### src/rtl/soc_flash_pkg.sv
// rtl/soc_flash_pkg.sv - SPI flash opcodes, boot/RX state enums and UART frame constants
package soc_flash_pkg;
    localparam logic [7:0] OP_WAKE = 8'hAB;
    localparam logic [7:0] OP_READ = 8'h03;

    localparam int UART_DATA_BITS  = 8;
    localparam int UART_FRAME_BITS = 10;
    localparam int WAKE_GAP_CLKS   = 8;

    typedef enum logic [2:0] {WAKE, CMD, READ, SEND, DONE, RUN} boot_state_t;
    typedef enum logic [2:0] {RX_IDLE, RX_START, RX_DATA, RX_STOP, RX_WAIT} rx_state_t;
endpackage

### src/rtl/soc_flash_boot_spi.sv
// rtl/soc_flash_boot_spi.sv - spi_flash_reader: mode-0 byte shifter with start/done handshake
module spi_flash_reader #(
    parameter int SPI_HALF = 1
) (
    input  logic       clk,
    input  logic       rst,
    input  logic       cs_req_i,
    input  logic       start_i,
    input  logic [7:0] wdata_i,
    output logic [7:0] rdata_o,
    output logic       done_o,
    output logic       spi_cs_n_o,
    output logic       spi_clk_o,
    output logic       spi_mosi_o,
    input  logic       spi_miso_i
);
    localparam int HW = $clog2(SPI_HALF + 1);

    logic          cs_n_q, sclk_q, mosi_q, busy_q, done_q;
    logic [HW-1:0] hcnt_q;
    logic [2:0]    bit_q;
    logic [7:0]    tx_q, rx_q;

    always_ff @(posedge clk or posedge rst) begin
        if (rst) begin
            cs_n_q <= 1'b1;
            sclk_q <= 1'b0;
            mosi_q <= 1'b0;
            busy_q <= 1'b0;
            done_q <= 1'b0;
            hcnt_q <= '0;
            bit_q  <= '0;
            tx_q   <= '0;
            rx_q   <= '0;
        end else begin
            cs_n_q <= ~cs_req_i;
            done_q <= 1'b0;
            if (!busy_q) begin
                if (start_i) begin
                    busy_q <= 1'b1;
                    mosi_q <= wdata_i[7];
                    tx_q   <= {wdata_i[6:0], 1'b0};
                    hcnt_q <= '0;
                    bit_q  <= '0;
                end
            end else if (hcnt_q == HW'(SPI_HALF - 1)) begin
                hcnt_q <= '0;
                // miso is captured on the same clk edge that raises spi_clk
                if (!sclk_q) begin
                    sclk_q <= 1'b1;
                    rx_q   <= {rx_q[6:0], spi_miso_i};
                end else begin
                    sclk_q <= 1'b0;
                    mosi_q <= tx_q[7];
                    tx_q   <= {tx_q[6:0], 1'b0};
                    bit_q  <= bit_q + 3'd1;
                    if (bit_q == 3'd7) begin
                        busy_q <= 1'b0;
                        done_q <= 1'b1;
                    end
                end
            end else begin
                hcnt_q <= hcnt_q + HW'(1);
            end
        end
    end

    assign rdata_o    = rx_q;
    assign done_o     = done_q;
    assign spi_cs_n_o = cs_n_q;
    assign spi_clk_o  = sclk_q;
    assign spi_mosi_o = mosi_q;
endmodule

### src/rtl/soc_flash_boot.sv
// rtl/soc_flash_boot.sv - flash banner boot and UART console top; SOC_ECHO_EN enables RX echo
module soc_flash_boot
    import soc_flash_pkg::*;
#(
    parameter int          CLKS_PER_BIT = 217,
    parameter logic [23:0] FLASH_ADDR   = 24'h100000,
    parameter int          BANNER_LEN   = 16,
    parameter int          SPI_HALF     = 1
) (
    input  logic       clk,
    input  logic       resetn,
    output logic       spi_cs_n,
    output logic       spi_clk,
    output logic       spi_mosi,
    input  logic       spi_miso,
    input  logic       RXD,
    output logic       TXD,
    output logic [4:0] LEDS
);
    localparam int            CW        = $clog2(CLKS_PER_BIT + 1);
    localparam logic [CW-1:0] BIT_LAST  = CW'(CLKS_PER_BIT - 1);
    localparam logic [CW-1:0] HALF_LAST = CW'(CLKS_PER_BIT / 2 - 1);

    logic       spi_start, spi_done, cs_req;
    logic [7:0] spi_wdata, spi_rdata;

    spi_flash_reader #(.SPI_HALF(SPI_HALF)) u_spi (
        .clk        (clk),
        .rst        (resetn),
        .cs_req_i   (cs_req),
        .start_i    (spi_start),
        .wdata_i    (spi_wdata),
        .rdata_o    (spi_rdata),
        .done_o     (spi_done),
        .spi_cs_n_o (spi_cs_n),
        .spi_clk_o  (spi_clk),
        .spi_mosi_o (spi_mosi),
        .spi_miso_i (spi_miso)
    );

    logic          rx_s1_q, rx_s2_q, rx_prev_q;
    rx_state_t     rx_state_q, rx_state_d;
    logic [CW-1:0] rx_cnt_q, rx_cnt_d;
    logic [2:0]    rx_bit_q, rx_bit_d;
    logic [7:0]    rx_sh_q, rx_sh_d;
    logic          rx_valid_q, rx_valid_d;
    logic [4:0]    leds_q;

    always_ff @(posedge clk or posedge resetn) begin
        if (resetn) begin
            rx_s1_q    <= 1'b1;
            rx_s2_q    <= 1'b1;
            rx_prev_q  <= 1'b1;
            rx_state_q <= RX_IDLE;
            rx_cnt_q   <= '0;
            rx_bit_q   <= '0;
            rx_sh_q    <= '0;
            rx_valid_q <= 1'b0;
            leds_q     <= '0;
        end else begin
            rx_s1_q    <= RXD;
            rx_s2_q    <= rx_s1_q;
            rx_prev_q  <= rx_s2_q;
            rx_state_q <= rx_state_d;
            rx_cnt_q   <= rx_cnt_d;
            rx_bit_q   <= rx_bit_d;
            rx_sh_q    <= rx_sh_d;
            rx_valid_q <= rx_valid_d;
            if (rx_valid_q) leds_q <= rx_sh_q[4:0];
        end
    end

    always_comb begin
        rx_state_d = rx_state_q;
        rx_cnt_d   = rx_cnt_q + CW'(1);
        rx_bit_d   = rx_bit_q;
        rx_sh_d    = rx_sh_q;
        rx_valid_d = 1'b0;
        case (rx_state_q)
            RX_IDLE: begin
                rx_cnt_d = '0;
                if (rx_prev_q && !rx_s2_q) rx_state_d = RX_START;
            end
            RX_START: if (rx_cnt_q == HALF_LAST) begin
                rx_cnt_d   = '0;
                rx_bit_d   = '0;
                rx_state_d = rx_s2_q ? RX_IDLE : RX_DATA;
            end
            RX_DATA: if (rx_cnt_q == BIT_LAST) begin
                rx_cnt_d = '0;
                rx_sh_d  = {rx_s2_q, rx_sh_q[7:1]};
                rx_bit_d = rx_bit_q + 3'd1;
                if (rx_bit_q == 3'(UART_DATA_BITS - 1)) rx_state_d = RX_STOP;
            end
            RX_STOP: if (rx_cnt_q == BIT_LAST) begin
                rx_cnt_d = '0;
                if (rx_s2_q) begin
                    rx_valid_d = 1'b1;
                    rx_state_d = RX_IDLE;
                end else begin
                    rx_state_d = RX_WAIT;
                end
            end
            RX_WAIT: begin
                rx_cnt_d = '0;
                if (rx_s2_q) rx_state_d = RX_IDLE;
            end
            default: rx_state_d = RX_IDLE;
        endcase
    end

    logic          tx_start, tx_busy_q, txd_q;
    logic [7:0]    tx_data;
    logic [CW-1:0] tx_cnt_q;
    logic [3:0]    tx_bit_q;
    logic [8:0]    tx_sh_q;

    always_ff @(posedge clk or posedge resetn) begin
        if (resetn) begin
            tx_busy_q <= 1'b0;
            txd_q     <= 1'b1;
            tx_cnt_q  <= '0;
            tx_bit_q  <= '0;
            tx_sh_q   <= '1;
        end else if (tx_start) begin
            tx_busy_q <= 1'b1;
            txd_q     <= 1'b0;
            tx_cnt_q  <= '0;
            tx_bit_q  <= '0;
            tx_sh_q   <= {1'b1, tx_data};
        end else if (tx_busy_q) begin
            if (tx_cnt_q == BIT_LAST) begin
                tx_cnt_q <= '0;
                if (tx_bit_q == 4'(UART_FRAME_BITS - 1)) begin
                    tx_busy_q <= 1'b0;
                    txd_q     <= 1'b1;
                end else begin
                    txd_q    <= tx_sh_q[0];
                    tx_sh_q  <= {1'b1, tx_sh_q[8:1]};
                    tx_bit_q <= tx_bit_q + 4'd1;
                end
            end else begin
                tx_cnt_q <= tx_cnt_q + CW'(1);
            end
        end
    end

`ifdef SOC_ECHO_EN
    logic [7:0] echo_q;
    logic       echo_full_q, echo_take;

    // a byte landing in the same clock as an echo start refills the buffer
    always_ff @(posedge clk or posedge resetn) begin
        if (resetn) begin
            echo_q      <= '0;
            echo_full_q <= 1'b0;
        end else if (rx_valid_q) begin
            echo_q      <= rx_sh_q;
            echo_full_q <= 1'b1;
        end else if (echo_take) begin
            echo_full_q <= 1'b0;
        end
    end
`endif

    boot_state_t state_q, state_d;
    logic        issued_q, issued_d, wgap_q, wgap_d;
    logic [1:0]  idx_q, idx_d;
    logic [2:0]  gap_q, gap_d;
    logic [7:0]  sent_q, sent_d;

    always_ff @(posedge clk or posedge resetn) begin
        if (resetn) begin
            state_q  <= WAKE;
            issued_q <= 1'b0;
            wgap_q   <= 1'b0;
            idx_q    <= '0;
            gap_q    <= '0;
            sent_q   <= '0;
        end else begin
            state_q  <= state_d;
            issued_q <= issued_d;
            wgap_q   <= wgap_d;
            idx_q    <= idx_d;
            gap_q    <= gap_d;
            sent_q   <= sent_d;
        end
    end

    always_comb begin
        state_d   = state_q;
        issued_d  = issued_q;
        wgap_d    = wgap_q;
        idx_d     = idx_q;
        gap_d     = gap_q;
        sent_d    = sent_q;
        spi_start = 1'b0;
        spi_wdata = 8'h00;
        cs_req    = 1'b0;
        tx_start  = 1'b0;
        tx_data   = 8'h00;
`ifdef SOC_ECHO_EN
        echo_take = 1'b0;
`endif
        case (state_q)
            WAKE: begin
                if (!wgap_q) begin
                    cs_req    = 1'b1;
                    spi_wdata = OP_WAKE;
                    if (!issued_q) begin
                        spi_start = 1'b1;
                        issued_d  = 1'b1;
                    end else if (spi_done) begin
                        issued_d = 1'b0;
                        wgap_d   = 1'b1;
                    end
                end else begin
                    gap_d = gap_q + 3'd1;
                    if (gap_q == 3'(WAKE_GAP_CLKS - 1)) begin
                        wgap_d  = 1'b0;
                        state_d = CMD;
                    end
                end
            end
            CMD: begin
                cs_req = 1'b1;
                case (idx_q)
                    2'd0:    spi_wdata = OP_READ;
                    2'd1:    spi_wdata = FLASH_ADDR[23:16];
                    2'd2:    spi_wdata = FLASH_ADDR[15:8];
                    default: spi_wdata = FLASH_ADDR[7:0];
                endcase
                if (!issued_q) begin
                    spi_start = 1'b1;
                    issued_d  = 1'b1;
                end else if (spi_done) begin
                    issued_d = 1'b0;
                    idx_d    = idx_q + 2'd1;
                    if (idx_q == 2'd3) state_d = READ;
                end
            end
            READ: begin
                cs_req = 1'b1;
                if (!issued_q) begin
                    spi_start = 1'b1;
                    issued_d  = 1'b1;
                end else if (spi_done) begin
                    issued_d = 1'b0;
                    if (spi_rdata == 8'h00) begin
                        state_d = DONE;
                    end else begin
                        tx_start = 1'b1;
                        tx_data  = spi_rdata;
                        state_d  = SEND;
                    end
                end
            end
            SEND: begin
                cs_req = 1'b1;
                if (!tx_busy_q) begin
                    sent_d  = sent_q + 8'd1;
                    state_d = (sent_q + 8'd1 == 8'(BANNER_LEN)) ? DONE : READ;
                end
            end
            DONE: state_d = RUN;
            RUN: begin
`ifdef SOC_ECHO_EN
                if (echo_full_q && !tx_busy_q) begin
                    tx_start  = 1'b1;
                    tx_data   = echo_q;
                    echo_take = 1'b1;
                end
`endif
            end
            default: state_d = WAKE;
        endcase
    end

    assign TXD  = txd_q;
    assign LEDS = leds_q;
endmodule

### config.mk
export PLATFORM = sky130hd
export DESIGN_NAME = soc_flash_boot
export DESIGN_NICKNAME = d
export VERILOG_FILES = /design/src/rtl/soc_flash_pkg.sv /design/src/rtl/soc_flash_boot_spi.sv /design/src/rtl/soc_flash_boot.sv
export SDC_FILE = /design/constraint.sdc
export NUM_CORES = 1
export LEC_CHECK = 0
export CORE_ASPECT_RATIO = 0.7
export CORE_MARGIN = 3
export CORE_UTILIZATION = 47
export DETAILED_ROUTE_END_ITERATION = 6
export PLACE_DENSITY = 0.73
export RECOVER_POWER = 100
export SLEW_MARGIN = 20
export SYNTH_ARGS = -nofsm -noshare
export SYNTH_HDL_FRONTEND = slang
export SYNTH_HIERARCHICAL = 1
export SYNTH_SLANG_ARGS = --single-unit
export TNS_END_PERCENT = 20
### constraint.sdc
create_clock -name clk -period 6.9 [get_ports clk]
set_clock_uncertainty 0.15 [all_clocks]
set_input_delay 1.38 -clock clk [delete_from_list [all_inputs] [get_ports clk]]
set_output_delay 1.38 -clock clk [all_outputs]
set_load 0.01 [all_outputs]
Yosys cells after proc, flatten, opt, wreduce, memory -nomap -nowiden
Index checks and enable logic that the tools add are counted.
{ "op_classes": {"addsub": 9, "eq_ne": 37, "n_mux": 97, "bitwise": 5, "n_reduce_logical": 28} }
{ "ops": {"columns": ["operator", "count"], "rows": [
  ["$mux 8", 14],
  ["$mux 3", 23],
  ["$mux 1", 42],
  ["$mux 9", 4],
  ["$ne 2x2->1 const B", 15],
  ["$add 8x1->8 const B", 3],
  ["$pmux 8 s3", 1],
  ["$eq 3x3->1 const B", 6],
  ["$pmux 3 s6", 1],
  ["$eq 8x8->1 const B", 2],
  ["$mux 4", 4],
  ["$pmux 8 s2", 1],
  ["$pmux 3 s5", 1],
  ["$reduce_and 3->1", 5],
  ["$eq 3x2->1 const B", 4],
  ["$reduce_and 2->1", 6],
  ["$pmux 5 s2", 1],
  ["$reduce_bool 2->1", 5],
  ["$add 3x1->3 const B", 3],
  ["$reduce_and 9->1", 1],
  ["$eq 8x5->1 const B", 1],
  ["$eq 8x7->1 const B", 1],
  ["$logic_not 8->1", 1],
  ["$eq 3x1->1 const B", 2],
  ["other kinds (18)", 29]
]} }
{ "totals": {"ff_bits": 97, "out_inout_bits": 9, "word_cells": 205} }

Logic depth before layout (Yosys ltp)
Gate-level depths: netlist of run 1.
{ "depth": {"ltp_word": 7, "depth_mapped": 8} }

Cells and area by module
The synthesis of run 1 kept the hierarchy.
{ "by_module_without_submodules": {"columns": ["mod", "instances", "cells_each", "area_each_um2"], "rows": [
  ["soc_flash_boot", 1, 353, 3593.4],
  ["spi_flash_reader", 1, 77, 1112.3]
]} }

Worst setup path before layout of run 1
Ideal clock, no wire load.
{ "synth_path": {"path_type": "register to register", "startpoint": "register sent_q[0]", "endpoint": "register state_q[2]", "setup_time_ps": 67, "arrival_ps": 1904, "required_ps": 6683, "setup_slack_ps": 4779, "path_stages_with_launch": 8, "n_path_buf": 1, "path_cell_list": "dfrtp_1 > ha_1 > clkbuf_2 > or3b_1 > o31a_1 > o32a_1 > nor4b_1 > a221o_1"} }
{ "synth_via": {"elab_chain_len": 5} }
{ "synth_rtl": {"columns": ["item", "line", "source"], "rows": [
  ["start, declared", "soc_flash_boot.sv:170", "logic [7:0] sent_q, sent_d;"],
  ["start signal, assigned", "soc_flash_boot.sv:186", "sent_q <= sent_d;"],
  ["$add 8x1->8", "soc_flash_boot.sv:262", "state_d = (sent_q + 8'd1 == 8'(BANNER_LEN)) ? DONE : READ;"],
  ["$eq 8x5->1", "soc_flash_boot.sv:262", null],
  ["$mux 3", "soc_flash_boot.sv:262", null],
  ["$mux 3", "soc_flash_boot.sv:260", "if (!tx_busy_q) begin"],
  ["$pmux 3 s6", "soc_flash_boot.sv:205", "case (state_q)"],
  ["end signal, assigned", "soc_flash_boot.sv:181", "state_q <= state_d;"],
  ["end, declared", "soc_flash_boot.sv:166", "boot_state_t state_q, state_d;"]
]} }
No other way between the ends. The select of a mux whose other input is x is not followed.
A chain may end at the register's enable or synchronous reset.

Worst setup path after layout of run 1
{ "layout_path": {"startpoint": "register u_spi.sclk_q (netlist: u_spi/spi_clk_o)", "endpoint": "output port spi_clk"} }
{ "layout_lines": {"columns": ["item", "line", "source"], "rows": [
  ["start, declared", "soc_flash_boot_spi.sv:19", "logic cs_n_q, sclk_q, mosi_q, busy_q, done_q;"],
  ["start signal, assigned", "soc_flash_boot_spi.sv:27", "sclk_q <= 1'b0;"],
  ["start signal, assigned", "soc_flash_boot_spi.sv:50", "sclk_q <= 1'b1;"],
  ["start signal, assigned", "soc_flash_boot_spi.sv:53", "sclk_q <= 1'b0;"],
  ["end, declared", "soc_flash_boot.sv:13", "output logic spi_clk,"]
]} }
No word-level cell between the ends.

==> impl_results.md, run 1 <==
* Combinational family with the most area after synthesis: simple AND/OR/NAND/NOR gates
* Slew @ Worst Pin at ~1.1 ns
* Detail Placement HPWL at a little over 5 mm
* Slowest-stage cell, CP: dfrtp_1
* First-pass GRT wire length at 14.07 mm
* Total CTS buffers at 9
* Top-area cell type share of the netlist area at between 40 and 50%
* Tcrit/Tclk final at about 48%
* WP data arrival at about 1.8 ns
* Commonest cells post-synth: dfrtp_1 (81), nor2_1 (36), nand2_1 (31)
* Post-synth top flop: dfrtp_1
* First-pass DRT Iterations at 4
* Longest Clk Path Bufs at 2
* CP max stage delay at 0.73 ns
* Outcome: completed
* Area Overhead vs Synth at 9.439%
* Final setup viols at 0
* Gr usage total at 14.67%
* Buffers added on ports at 12
* Antenna cells at 0
* Yosys reg bits at 94
* WP depth at 1
* Yosys cell types at 58
* Clk Latency, worst-skew pair at approximately 0.34 ns
* Worst path bufs/invs at 1
* Multiplexer area fraction after synthesis at 13.27%
* Worst Hold Class: flop to flop
* Switching power share of the total at around a quarter
* Count of pins over their slew limit at 0
* Final Non-Filler Cells at around 560
* Register Area at about 2400 um2
* Clock root cell: clkbuf_16
* FP Rows at 29
* Worst hold-check slack at ~0.21 ns
* Reg2Reg Depth at 6
* Initial antenna violation count at 0
* Crit path max-delay family: flip-flops
* Synth Area in Simple Gates at roughly 17%
* Placed cells at between 500 and 600
* Clock power share at about two fifths
* # clock sinks at 94
* Most frequent cell after synthesis: dfrtp_1
* Fin crit period at around 3.3 ns
* CP cell instances: dlygate4sd3_1
* Adder-cell share of the synthesized area at around 4.5%
* Yosys warns at 6
* Number of global-route vias before repair at approximately 3000
* # fillers at approximately 800
* CP Launch Type: flop
* R2r setup slk at around 4.3 ns
* Multi-input logic area at 2143 um2
* NumNets Final at about 460
* Die Y at between 80 and 90 um
* R2r startpoint: tx_cnt_q[0]
* Max_cap viols at 0
* RePlAce Congestion at about 0.74
* VDD IR max at about 0.00012 V
* Setup crit start: u_spi/spi_clk_o
* Sequential group share of total power at between 50% and 60%
* IO Count at 13
* Core area at 9398 um2
* Final Power at ~1.2 mW
* Post-route antenna net violation count at 0
* Int Power at about 890 uW
* Avg Vias per Cell at 5.502
* Crit. End Element: output port
* Worst Path Max Fanout at 15
* RSZ-0062 raised after global routing: false
* Die width at ~130 um
* Initial DRC count at about 170
* Initial Util at between 50% and 60%
* Max-slew headroom at between 20% and 30%
* Reg clk slew, reported paths at 0.06 ns
* Sw Pwr at between 200 and 300 uW
* Synth Area in Compound Gates at approximately 7.7%
* Die ar. at 11270 um2
* Count of final hold-check violations at 0
* Top cells by area, synth: dfrtp_1 (43%), dfstp_2 (7.3%), mux2i_1 (6.2%), ha_1 (4.5%), mux2_2 (4.3%)
* Share of cells above drive strength 1 at between 10% and 20%
* Sequential-to-total area share from yosys stat at about half
* Async set or reset register ratio after synthesis at between 90% and 100%
* Syn Area/Cell at roughly 11 um2
* DRT Wirelength at 7.645 mm
* Post-CTS Setup Bufs at 0
* Post-synth EDFFs at 0
* H-tree depth at 3
* Via count at roughly 3100
* Largest net degree at the start of global routing at slightly above 70
* Pwr Density at 230.9 nW/um2
* Fin Setup TNS at 0 ns
* Total gr overflow at 0
* Post-Synthesis Cells at between 400 and 500
* Req. time, crit path at ~5.4 ns
* CTS tree: done
* Synth Area in XOR/XNOR at under 10%
* DR WL/cell at 13.55 um
* Crit path kind: flop to output port
* Worst setup path end: spi_clk
* Cell area after synthesis at roughly 4700 um2
* Worst reg2reg endpoint: tx_bit_q[3]
* Post-route DRC at 0
* Largest area contributor in the netlist: dfrtp_1
* Combinational share of power at around 8%
* CTS resizes at 0
* Fmax at 0.3043 GHz
* CTS Hold Bufs at 0
* LEAKAGE at ~2.4 nW
## layout by cell type (no fill, tap or decap), types with 14 or more instances in the layout
| cell type | synthesis | routed |
|---|---|---|
| o21ai_0 | 19 | 19 |
| mux2_2 | 18 | 23 |
| mux2i_1 | 29 | 29 |
| dfrtp_1 | 81 | 81 |
| inv_1 | 15 | 14 |
| nand3_1 | 14 | 14 |
| nor2_1 | 36 | 36 |
| a21oi_1 | 14 | 14 |
| ha_1 | 17 | 17 |
| nand2_1 | 31 | 31 |
## layer usage
metal | wire length (um) | GRT usage, % | up-vias | share of wire, %
li1 | - | - | 1529 | -
met1 | 3888 | 20.37 | 1521 | 51
met2 | 3382 | 22.38 | 41 | 44
met3 | 283 | 4.147 | 12 | 3.7
met4 | 90 | 4.603 | 0 | 1.2
met5 | 0 | 0 | - | 0
## registers in the layout (all words and copies together), names as in the netlist, 4 cells and up
register       flops
rx_sh_q            8
tx_cnt_q           8
u_spi/tx_q         7
LEDS               5
u_spi/rdata_o      8
sent_q             8
tx_bit_q           4
rx_cnt_q           8
tx_sh_q            8
## cell type report
class | instances | area share [%]
clock inverters | 6 | 1.361
inverters | 15 | 1.093
clock buffers | 10 | 4.446
repair buffers | 13 | 2.478
flip-flops and latches | 94 | 45.99
well taps | 124 | 3.013
multi-input cells | 302 | 41.62
## power groups by stage
stage | sequential, mW | combinational, mW | clock (mW)
after floorplan | 0.594 | 0.0878 | 0
after global placement | 0.606 | 0.0959 | 0
after detailed placement | 0.607 | 0.0993 | 0
after CTS | 0.597 | 0.100 | 0.507
after global routing | 0.601 | 0.112 | 0.530
final | 0.598 | 0.0970 | 0.494
## logic make-up (layout without fill, tap and decap cells)
kind of cell,Yosys count,count (layout)
and+or+nand+nor,148,148
DFF,94,94
AOI/OAI and AO/OA,57,57
muxes,56,56
buffers and inverters,35,44
xor gates and xnor gates,22,22
adders and majority gates,17,17
other,1,2
## how the worst min path moves through the flow
stage	from	to	slack, ns	depth (start not counted)
floorplan	rx_s1_q	rx_s2_q	0.20	0
global placement	rx_s1_q	rx_s2_q	0.20	0
detailed placement	rx_s1_q	rx_s2_q	0.20	0
CTS	rx_s1_q	rx_s2_q	0.20	0
global route	rx_s1_q	rx_s2_q	0.22	0
finish	rx_s1_q	rx_s2_q	0.21	0
## stage by stage
step | setup slack, ns | util (%) | area (um2)
floorplan | 3.593 | - | 4710
detailed placement | 3.949 | 51.99 | 4886
global route | 3.548 | 54.80 | 5150
CTS | 3.583 | 55.17 | 5185
global placement | 3.974 | 51.99 | 4886
finish | 3.614 | 54.80 | 5150
Power figures use the tool's default switching activity.
==> inputs of run 2 (changes only) <==
- clock period: 6.9 -> 3.06 ns (I/O delays scaled with it)
==> run 2 against run 1 <==
  * Global-route usage hardly changed
  * Critical path depth stayed put
  * Routed wire length is 4.7% higher
  * Worst setup slack worse by 3.1 ns
  * Worst hold slack better by 0.0018 ns
  * Non-clock buffer count is 2 higher
  * Die area stayed put
  * Highest routed layer unchanged
==> impl_results.md, run 2 (synthesis gave the netlist of run 1 again) <==
* Most Crowded Layer GR: met2
* WP data arrival at approximately 1.8 ns
* Post-CTS Setup Bufs at 0
* Count of final hold-check violations at 0
* Most common cell after layout, fill and taps aside: dfrtp_1
* Avg Vias per Cell at 5.555
* Outcome: completed
* First-pass GRT wire length at between 10 and 15 mm
* CP Launch Type: flop
* Final setup viols at 0
* Design Area, Final at about 5200 um2
* Detail Placement HPWL at between 5 and 6 mm
* Area Overhead vs Synth at 9.625%
* Clock root cell: clkbuf_16
* Worst Hold Class: flop to flop
* NumNets Final at about 460
* Worst setup margin at about 0.51 ns
* DR WL/cell at between 10 and 15 um
* Post-route antenna net violation count at 0
* Fin crit period at 2.554 ns
* RePlAce Congestion at 0.8354
* IO Count at 13
* Met2 GRT Util at 22.29%
* Worst path bufs/invs at 1
* Longest Clk Path Bufs at 2
* Slew @ Worst Pin at approximately 1.0 ns
* CP cell instances: dlygate4sd3_1
* CTS resizes at 0
* Slowest-stage cell, CP: dfrtp_1
* # clock sinks at between 90 and 100
* Fmax at 0.3915 GHz
* Pre-CTS setup slack at roughly 0.57 ns
* Register Area at ~2400 um2
* Clk Latency, worst-skew pair at ~0.34 ns
* Cell area after placement at a little under 5000 um2
* Met1 Use GR at a little over a fifth
* H-tree depth at 3
* Post-route DRC at 0
* DRT Wirelength at roughly 8 mm
* Pwr Density at 511.4 nW/um2
* Die ar. at 11270 um2
* Max_cap viols at 0
* Multi-input logic area at about 2100 um2
* Crit. End Element: output port
* VDD IR max at about 0.00024 V
* # fillers at around 810
* CTS tree: done
* CP max stage delay at 0.76 ns
* Initial Util at 50.07%
* First-pass DRT Iterations at 4
* Commonest cells after routing, fill and taps aside: dfrtp_1 (81), nor2_1 (36), nand2_1 (31)
* Worst Path Max Fanout at 15
* Req. time, crit path at ~2.3 ns
* Total gr overflow at 0
* Tcrit/Tclk final at roughly 83%
* Largest net degree at the start of global routing at 50
* FP Rows at 29
* Die width at roughly 130 um
* Die Y at 89.72 um
* Total CTS buffers at 9
* Count of pins over their slew limit at 0
* Share of cells above drive strength 1 at around an eighth
* Core area at 9398 um2
* LEAKAGE at 2.447 nW
* Initial DRC count at roughly 260
* Fin Setup TNS at 0 ns
* Final Power at around 2.6 mW
* Max-slew headroom at between 30% and 40%
* Final Non-Filler Cells at around 570
* Initial antenna violation count at 0
* Reg clk slew, reported paths at approximately 0.07 ns
* Buffers added on ports at 12
* Crit path kind: flop to output port
* Crit path max-delay family: flip-flops
* Gr usage total at between 10% and 20%
* Placed cells at between 500 and 600
* CTS Hold Bufs at 0
* RSZ-0062 raised after global routing: false
* Number of global-route vias before repair at a little under 3000
* Antenna cells at 0
* Via count at 3144
* M3 GR Usage at between 3 and 4%
## run 2: path summary, 6_finish.rpt
path | to | slack [ns] | start | cells after the start
worst min register to register | rx_s2_q | 0.21 | rx_s1_q | 0
worst max-delay path | spi_clk | 0.51 | u_spi/spi_clk_o | 1
worst max register to register | tx_bit_q[3] | 0.52 | tx_cnt_q[0] | 6
max in group asynchronous | TXD | 1.17 | resetn | 3
worst min-delay path | rx_s2_q | 0.21 | rx_s1_q | 0
min in group asynchronous | u_spi/rdata_o[7] | 0.77 | resetn | 2
## run 2: per-layer routing
metal | vias to the layer above | share of wire (%)
li1 | 1537 | -
met1 | 1536 | 50
met2 | 58 | 45
met3 | 13 | 4.3
met4 | 0 | 1.3
met5 | - | 0
## run 2: layout make-up
type | count | share of cell area (%)
flip-flops and latches | 94 | 45.91
multi-input cells | 302 | 41.47
clock buffers | 9 | 4.366
well taps | 124 | 3.008
repair buffers | 15 | 2.862
clock inverters | 7 | 1.285
inverters | 15 | 1.091
## run 2: where the power goes
group	switching (mW)	internal, mW	leakage, nW	total, mW
combinational	0.125	0.0940	1.10	0.219
clock	0.506	0.568	0.136	1.07
sequential	0.0609	1.29	1.21	1.35
total	0.692	1.95	2.45	2.64
## run 2: stage by stage
step,utilization (%),hold slack (ns)
finish,54.89,0.2108
global route,54.89,0.2144
CTS,55.39,0.2069
detailed placement,52.28,0.1976
global placement,52.28,0.1961
floorplan,-,0.1952
==> inputs of run 3 (changes only) <==
- PLACE_DENSITY: 0.73 -> 0.76
- clock period: 3.06 -> 2.3 ns (I/O delays scaled with it)
==> run 3 against run 2 <==
  * Sequential share of layout area decreased by 1.1 points
  * Clock-buffer cell count increased by 1
  * Critical path depth increased by 5
  * Non-clock buffer count increased by 17
  * Clock power increased by 40%
  * Largest power group unchanged
  * Critical endpoint is now tx_sh_q[0]
==> impl_results.md, run 3 (synthesis gave the netlist of run 1 again) <==
* Buffers added on ports at 12
* Longest Clk Path Bufs at 2
* CTS Hold Bufs at 0
* DRT Wirelength at between 8 and 9 mm
* Clock power share at 41.8%
* Detail Placement HPWL at ~6 mm
* Die Y at around 90 um
* Die ar. at 11270 um2
* First-pass GRT wire length at ~15 mm
* Share of cells above drive strength 1 at between 10% and 20%
* Worst path bufs/invs at 1
* Crit. End Element: flop
* Via count at 3186
* CP max stage delay at 0.58 ns
* Max_cap viols at 0
* LEAKAGE at roughly 2.5 nW
* Core area at roughly 9400 um2
* Initial DRC count at slightly above 200
* # fillers at 790
* Total CTS buffers at 9
* Combinational share of power at under 10%
* Clk Latency, worst-skew pair at ~0.34 ns
* Outcome: completed
* Largest net degree at the start of global routing at 33
* Crit path kind: flop to flop
* WP data arrival at between 2 and 2.5 ns
* Commonest cells after routing, fill and taps aside: dfrtp_1 (81), nor2_1 (36), nand2_1 (31)
* Initial Util at between 50% and 60%
* Die width at 125.6 um
* Post-route DRC at 0
* WHS Path Cells at 0
* Worst setup margin at 0.1147 ns
* R2r setup slk at approximately 0.11 ns
* FP Rows at 29
* Sw Pwr at around 900 uW
* Number of global-route vias before repair at 3163
* R2r startpoint: tx_bit_q[0]
* Fin crit period at 2.185 ns
* Max-slew headroom at about two fifths
* CTS tree: done
* Slowest-stage cell, CP: or4b_4
* Core Util, Final at a little under three fifths
* Count of final hold-check violations at 0
* Clock root cell: clkbuf_16
* CP cell instances: ha_1, and3b_1, or4b_4, buf_4, mux2i_1, o21ai_0
* Fmax at ~0.46 GHz
* NumNets Final at 475
* Post-route antenna net violation count at 0
* Slew @ Worst Pin at around 0.9 ns
* Tcrit/Tclk final at a little over nine tenths
* Switching power share of the total at 25.01%
* Pre-CTS setup slack at between 0.04 and 0.05 ns
* Antenna cells at 0
* Worst Hold Class: flop to flop
* Avg Vias per Cell at about 5.5
* VDD IR max at between 0.0003 and 0.0004 V
* Int Power at ~2.7 mW
* DR WL/cell at between 10 and 15 um
* Crit path max-delay family: simple AND/OR/NAND/NOR gates
* Reg2Reg Depth at 6
* Design Area, Final at between 5000 and 6000 um2
* RSZ-0062 raised after global routing: false
* # clock sinks at 94
* Gr usage total at between 10% and 20%
* Hold path start: rx_s1_q
* IO Count at 13
* Area Overhead vs Synth at 12.36%
* H-tree depth at 3
* Worst Hold End: rx_s2_q
* Total gr overflow at 0
* Final setup viols at 0
* First-pass DRT Iterations at 4
* Fin Setup TNS at 0 ns
* Count of pins over their slew limit at 0
* Final Power at ~3.6 mW
* Initial antenna violation count at 0
* CP Launch Type: flop
* Pwr Density at 678.1 nW/um2
* Req. time, crit path at 2.41 ns
* Cell area after placement at ~5100 um2
* Reg clk slew, reported paths at around 0.07 ns
* Worst Path Max Fanout at 10
* RePlAce Congestion at 0.8389
* Worst reg2reg endpoint: tx_sh_q[0]
* Sequential group share of total power at 50.0%
* Most common cell after layout, fill and taps aside: dfrtp_1
[run 3: per-layer routing]
metal	global-route usage [%]	up-vias	share of wire, %
li1	-	1568	-
met1	22.64	1560	50
met2	23.13	46	45
met3	4.265	12	3.4
met4	6.769	0	1.7
met5	0	-	0
[run 3: repair_timing]
| item | CTS | global route |
|---|---|---|
| gates resized for setup | 0 | 4 |
| endpoints found under the setup margin | 0 | 9 |
| buffers inserted | 0 | 0 |
[run 3: power groups by stage]
stage / Clock, mW / Combinational (mW) / Sequential, mW
after floorplan: 0 / 0.264 / 1.78
after global placement: 0 / 0.295 / 1.82
after detailed placement: 0 / 0.302 / 1.82
after CTS: 1.54 / 0.304 / 1.79
after global routing: 1.61 / 0.341 / 1.80
final: 1.50 / 0.295 / 1.79
[run 3: layout make-up]
cell class,count,area [um2],area share (%)
Inverter,15,57.56,1.089
Multi-Input combinational cell,302,2161,40.87
Timing Repair Buffer,32,245.2,4.638
Sequential cell,94,2369,44.79
Tap cell,124,155.1,2.934
Clock buffer,10,229.0,4.330
Clock inverter,6,71.32,1.349
[run 3: worst max path at each step]
| stage | slack, ns | cells past startpoint | end | start |
|---|---|---|---|---|
| global route | 0.003 | 6 | tx_sh_q[2] | state_q[1] |
| floorplan | 0.18 | 7 | state_q[2] | sent_q[0] |
| detailed placement | 0.04 | 6 | tx_sh_q[2] | tx_bit_q[0] |
| finish | 0.11 | 6 | tx_sh_q[0] | tx_bit_q[0] |
| global placement | 0.18 | 5 | tx_bit_q[3] | tx_bit_q[0] |
| CTS | 0.02 | 6 | tx_sh_q[2] | tx_bit_q[0] |
[run 3: stage by stage]
step | instances | hold slack (ns)
CTS | 583 | 0.2097
floorplan | 431 | 0.1952
global route | 583 | 0.2152
finish | 583 | 0.2123
detailed placement | 567 | 0.2000
global placement | 567 | 0.1957
[run 3: worst reg2reg max path: cells and delay by family (launching register included)]
family	cells	cell delay, ns
muxes	1	0.13
buffers and inverters	1	0.21
adders and majority gates	1	0.23
and+or+nand+nor	2	0.79
AOI/OAI and AO/OA	1	0.17
DFF	1	0.43
